===== config.mk =====
export PLATFORM = sky130hd
export DESIGN_NAME = reg_update_engine
export DESIGN_NICKNAME = d
export VERILOG_FILES = /design/src/rtl/reg_update_engine.sv
export SDC_FILE = /design/constraint.sdc
export NUM_CORES = 1
export LEC_CHECK = 0
export CAP_MARGIN = 20
export CORE_UTILIZATION = 45
export CTS_BUF_LIST = sky130_fd_sc_hd__clkbuf_16
export CTS_CLUSTER_SIZE = 24
export DETAILED_ROUTE_END_ITERATION = 8
export HOLD_SLACK_MARGIN = 0.05
export PLACE_DENSITY = 0.72
export SYNTH_ARGS = -nofsm -noshare
export SYNTH_HDL_FRONTEND = slang
export SYNTH_SLANG_ARGS = --single-unit

===== constraint.sdc =====
create_clock -name clk -period 5.4 [get_ports clk]
set_input_delay 1.62 -clock clk [delete_from_list [all_inputs] [get_ports clk]]
set_output_delay 1.62 -clock clk [all_outputs]
set_load 0.005 [all_outputs]

===== src/rtl/reg_update_engine.sv =====
// reg_update_engine: four-register update engine with parallel and sequential modes.
// The a, b, c, d registers evolve for a programmed number of steps once a run
// is started from IDLE. b is only ever written by load. All arithmetic wraps
// modulo 2**WIDTH.
module reg_update_engine #(
    parameter int WIDTH = 32,
    parameter int K_SUB = 3,
    parameter int K_ADD = 10,
    parameter int K_INC = 1,
    parameter int SW    = 8
) (
    input  logic                    clk,
    input  logic                    rst,
    input  logic                    load,
    input  logic signed [WIDTH-1:0] a_in,
    input  logic signed [WIDTH-1:0] b_in,
    input  logic signed [WIDTH-1:0] c_in,
    input  logic signed [WIDTH-1:0] d_in,
    input  logic                    start,
    input  logic        [SW-1:0]    steps,
    input  logic                    mode,
    output logic                    busy,
    output logic                    done,
    output logic        [SW-1:0]    step_cnt,
    output logic signed [WIDTH-1:0] a,
    output logic signed [WIDTH-1:0] b,
    output logic signed [WIDTH-1:0] c,
    output logic signed [WIDTH-1:0] d
);

    localparam logic [1:0] ST_IDLE = 2'd0;
    localparam logic [1:0] ST_RUN  = 2'd1;
    localparam logic [1:0] ST_DONE = 2'd2;

    localparam logic signed [WIDTH-1:0] KSUB_W = WIDTH'(K_SUB);
    localparam logic signed [WIDTH-1:0] KADD_W = WIDTH'(K_ADD);
    localparam logic signed [WIDTH-1:0] KINC_W = WIDTH'(K_INC);

    logic [1:0]              state_q, state_d;
    logic signed [WIDTH-1:0] a_q, a_d;
    logic signed [WIDTH-1:0] b_q, b_d;
    logic signed [WIDTH-1:0] c_q, c_d;
    logic signed [WIDTH-1:0] d_q, d_d;
    logic [SW-1:0]           step_cnt_q, step_cnt_d;
    logic [SW-1:0]           steps_q, steps_d;
    logic                    mode_q, mode_d;

    // One-step results for both modes, computed from the current register values.
    logic signed [WIDTH-1:0] par_a, par_c, par_d;
    logic signed [WIDTH-1:0] seq_a, seq_c, seq_d;
    logic [SW-1:0]           step_next;

    // Parallel mode: every right-hand side sees pre-edge values.
    assign par_a = b_q + c_q;
    assign par_d = a_q - KSUB_W;
    assign par_c = c_q + KINC_W;

    // Sequential mode: each result feeds the next one within the same step.
    assign seq_a = b_q + c_q;
    assign seq_d = seq_a - KSUB_W;
    assign seq_c = seq_d + KADD_W + KINC_W;

    assign step_next = step_cnt_q + SW'(1);

    // Next-state and datapath selection for the IDLE/RUN/DONE controller.
    always_comb begin
        // NOTE: every signal gets a hold default first so no path leaves it unassigned (no latch).
        state_d    = state_q;
        a_d        = a_q;
        b_d        = b_q;
        c_d        = c_q;
        d_d        = d_q;
        step_cnt_d = step_cnt_q;
        steps_d    = steps_q;
        mode_d     = mode_q;

        case (state_q)
            ST_IDLE: begin
                if (load) begin
                    // load wins over start; start is dropped this cycle.
                    a_d = a_in;
                    b_d = b_in;
                    c_d = c_in;
                    d_d = d_in;
                end else if (start) begin
                    step_cnt_d = '0;
                    steps_d    = steps;
                    mode_d     = mode;
                    state_d    = (steps == '0) ? ST_DONE : ST_RUN;
                end
            end
            ST_RUN: begin
                if (mode_q) begin
                    a_d = seq_a;
                    c_d = seq_c;
                    d_d = seq_d;
                end else begin
                    a_d = par_a;
                    c_d = par_c;
                    d_d = par_d;
                end
                step_cnt_d = step_next;
                if (step_next == steps_q) begin
                    state_d = ST_DONE;
                end
            end
            ST_DONE: begin
                state_d = ST_IDLE;
            end
            default: begin
                state_d = ST_IDLE;
            end
        endcase
    end

    // State registers with synchronous reset that overrides every other input.
    always_ff @(posedge clk) begin
        // NOTE: sequential state uses non-blocking assignments so all registers update together.
        if (rst) begin
            state_q    <= ST_IDLE;
            a_q        <= '0;
            b_q        <= '0;
            c_q        <= '0;
            d_q        <= '0;
            step_cnt_q <= '0;
            steps_q    <= '0;
            mode_q     <= 1'b0;
        end else begin
            state_q    <= state_d;
            a_q        <= a_d;
            b_q        <= b_d;
            c_q        <= c_d;
            d_q        <= d_d;
            step_cnt_q <= step_cnt_d;
            steps_q    <= steps_d;
            mode_q     <= mode_d;
        end
    end

    assign busy     = (state_q == ST_RUN);
    assign done     = (state_q == ST_DONE);
    assign step_cnt = step_cnt_q;
    assign a        = a_q;
    assign b        = b_q;
    assign c        = c_q;
    assign d        = d_q;

endmodule


==> results.ini <==
[sta]
relSlewSlack = 0.374
hold_slack_ns = 0.469
clock.fmax_ghz = 0.200
fin_crit_sh = 0.925
setup_tns_ns = 0
skew_ns = 0.0137
hold_violations = 0
period_minus_slack_ns = 4.99
worst_pin_slew_ns = 0.915
rsz0062_at_grt = no
setup_viol = 0
timing.final.max_slew_violations = 0

[clock_network]
ctsResizeCount = 0
cts_setup_buffers = 0
path_clk_slew_ns = 0.07
ctsHoldBuffers = 0
htree_levels = 4
insertion_delay_ns = 0.44
cts_tree = done
cts.sinks = 147
clk_path_buf_depth = 2
numCtsBuffers = 17
cts-root-buf = clkbuf_16

[grt]
use_met2 = 0.474
grt_max_degree = 116
grt_pass1_vias = 11500
globalRouteMet3Util = 0.0543
top_usage_layer = met2
use_met1 = 0.459
grt_usage = 0.314
grt_pass1_wl_mm = 64.5
overflow = 0
grt_antenna_before_repair = 1

[worst_setup_path]
rr_startpoint = c[0]
setup.worst_path.end_class = flip-flop
worstPathRequired_ns = 5.68
startpoint = c[0]
cp-start-kind = flip-flop
crit_type = flip-flop to flip-flop
critPathArrivalTime_ns = 5.28
critPathMaxFanout = 7

[placed_design]
hpwl_mm = 29.7
place.gp.congestion = 0.932
io_buffers = 278
placedInstanceArea_um2 = 14200

[layout]
nFillCells = 2226
diodes = 0
final_common_cell = nand2_1
multi_input_area_um2 = 7820
area_growth_syn_to_layout_pct = 31.7
drive_above_1_share = 0.0607
seq_area_um2 = 2940
nets = 1911
stdcell_area_um2 = 14700
final_cell_mix = nand2_1, clkdlybuf4s50_1, nor2_1

[synthesis]
synth_top_cell_area_share = 0.263
avgSynthCellArea_um2 = 7.40
synthTopCellsByArea = dfxtp_1, nand2_1, xnor2_1
synth_edf_count = 0
yosys.area.top_type = dfxtp_1
yosysSeqAreaShare = 0.263
synth_area_um2 = 11200
synthArstFlopShare = 0
ys_ff_latch = 147
ys_warn_count = 0
synth_cells = 1512
synth_fp_nets = 1691
ys_types = 98
synth_flop_cell = dfxtp_1

[hold_path]
hold_path.class = flip-flop to flip-flop
min_from = steps_q[0]

[routing]
route.vias.total = 12400
drc = 0
drt_iter0_drc = 1262
drtPass1Iterations = 6
ant_nets = 0
viasPerCell = 6.01
finalWirelength_mm = 40.7
wl_per_cell_um = 19.7

[power]
leakage_nw = 5.36
pwr_density_cell_nw_per_um2 = 278
peakVddDrop_v = 0.000199

[floorplan]
fp.dieW_um = 160
die_h_um = 160
rows = 57
pin_count = 279
coreArea_um2 = 24300
dieArea_um2 = 25500
start_util = 0.460

[run_status]
outcome = completed

[job]
maxCapViolCount = 0

## cell usage after synthesis, types with 7 or more instances
cell type	n
a211oi_1	42
a21o_1	9
a21oi_1	129
a221oi_1	8
a22oi_1	27
a311oi_1	48
a31oi_1	15
and2_1	10
and3_1	17
buf_2	7
clkbuf_1	78
dfxtp_1	147
ha_1	37
inv_1	17
mux2i_1	8
nand2_1	293
nand2b_1	9
nand3_1	25
nand4_1	12
nor2_1	149
nor2b_1	9
nor3_1	33
nor4_1	22
o21a_1	8
o21ai_0	51
o21ai_1	7
o22ai_1	7
or3_1	18
xnor2_1	84
xor2_1	48
## worst max-delay path, cell delays in order, from the launching register on
cell and delay [ns]:
dfxtp_1 0.40, ha_1 0.22, inv_1 0.06, fa_1 0.42, nand2b_1 0.23, a21oi_1 0.19
xor2_1 0.20, inv_1 0.11, ha_1 0.20, a21bo_2 0.22, a211oi_1 0.38, nand3_1 0.15
xnor2_1 0.40, nor3b_1 0.42, nand4b_1 0.23, nand3b_4 0.29, a2111oi_2 0.35, xor2_1 0.25
a21oi_1 0.10
## per-layer routing
layer | part of all wire | up-vias
met2 | 0.43 | 591
li1 | - | 5938
met5 | 0.00032 | -
met3 | 0.083 | 44
met4 | 0.020 | 2
met1 | 0.47 | 5868
## final cells by class
cell class	instances	area share
Tap cell	324	0.0275
Inverter	18	0.00459
Clock inverter	15	0.00977
Timing Repair Buffer	295	0.199
Multi-Input combinational cell	1253	0.530
Clock buffer	17	0.0289
Sequential cell	147	0.200
## stage by stage
step,utilization,instances,total power [mW],setup slack (ns)
2_1_floorplan,-,1512,2.26,0.637
3_3_place_gp,0.582,2037,2.89,0.635
3_5_place_dp,0.582,2037,2.90,0.521
4_1_cts,0.606,2069,4.07,0.482
5_1_grt,0.606,2069,4.29,0.0147
6_report,0.606,2069,4.10,0.407
## power by group
group	internal (mW)	total (mW)	leakage (nW)	switching, mW
logic	0.690	1.60	3.88	0.915
registers	1.18	1.31	1.21	0.130
clock network	0.610	1.18	0.271	0.568
total	2.48	4.10	5.36	1.61
## kinds of logic after synthesis
| kind of cell | after synthesis | synth area share |
|---|---|---|
| flip-flops | 147 | 0.263 |
| XOR/XNOR | 133 | 0.105 |
| multiplexers | 9 | 0.00817 |
| buffers and inverters | 112 | 0.0400 |
| adder cells (fa/ha/maj) | 38 | 0.0432 |
| AO/OA/AOI/OAI | 429 | 0.272 |
| AND/OR/NAND/NOR | 644 | 0.269 |
## worst paths after layout
| check | to | slack (ns) | cells past startpoint |
|---|---|---|---|
| setup / recovery | c[27] | 0.41 | 18 |
| hold / removal | steps_q[0] | 0.47 | 2 |
| setup reg to reg | c[27] | 0.41 | 18 |
| hold reg to reg | steps_q[0] | 0.47 | 2 |
## flip-flops by register name, indices dropped and copies added (netlist names)
register / cells
state_q: 2
c: 32
step_cnt: 8
a: 32
mode_q: 1
steps_q: 8
d: 32
b: 32
No activity file was read; power rests on OpenSTA's default activity.
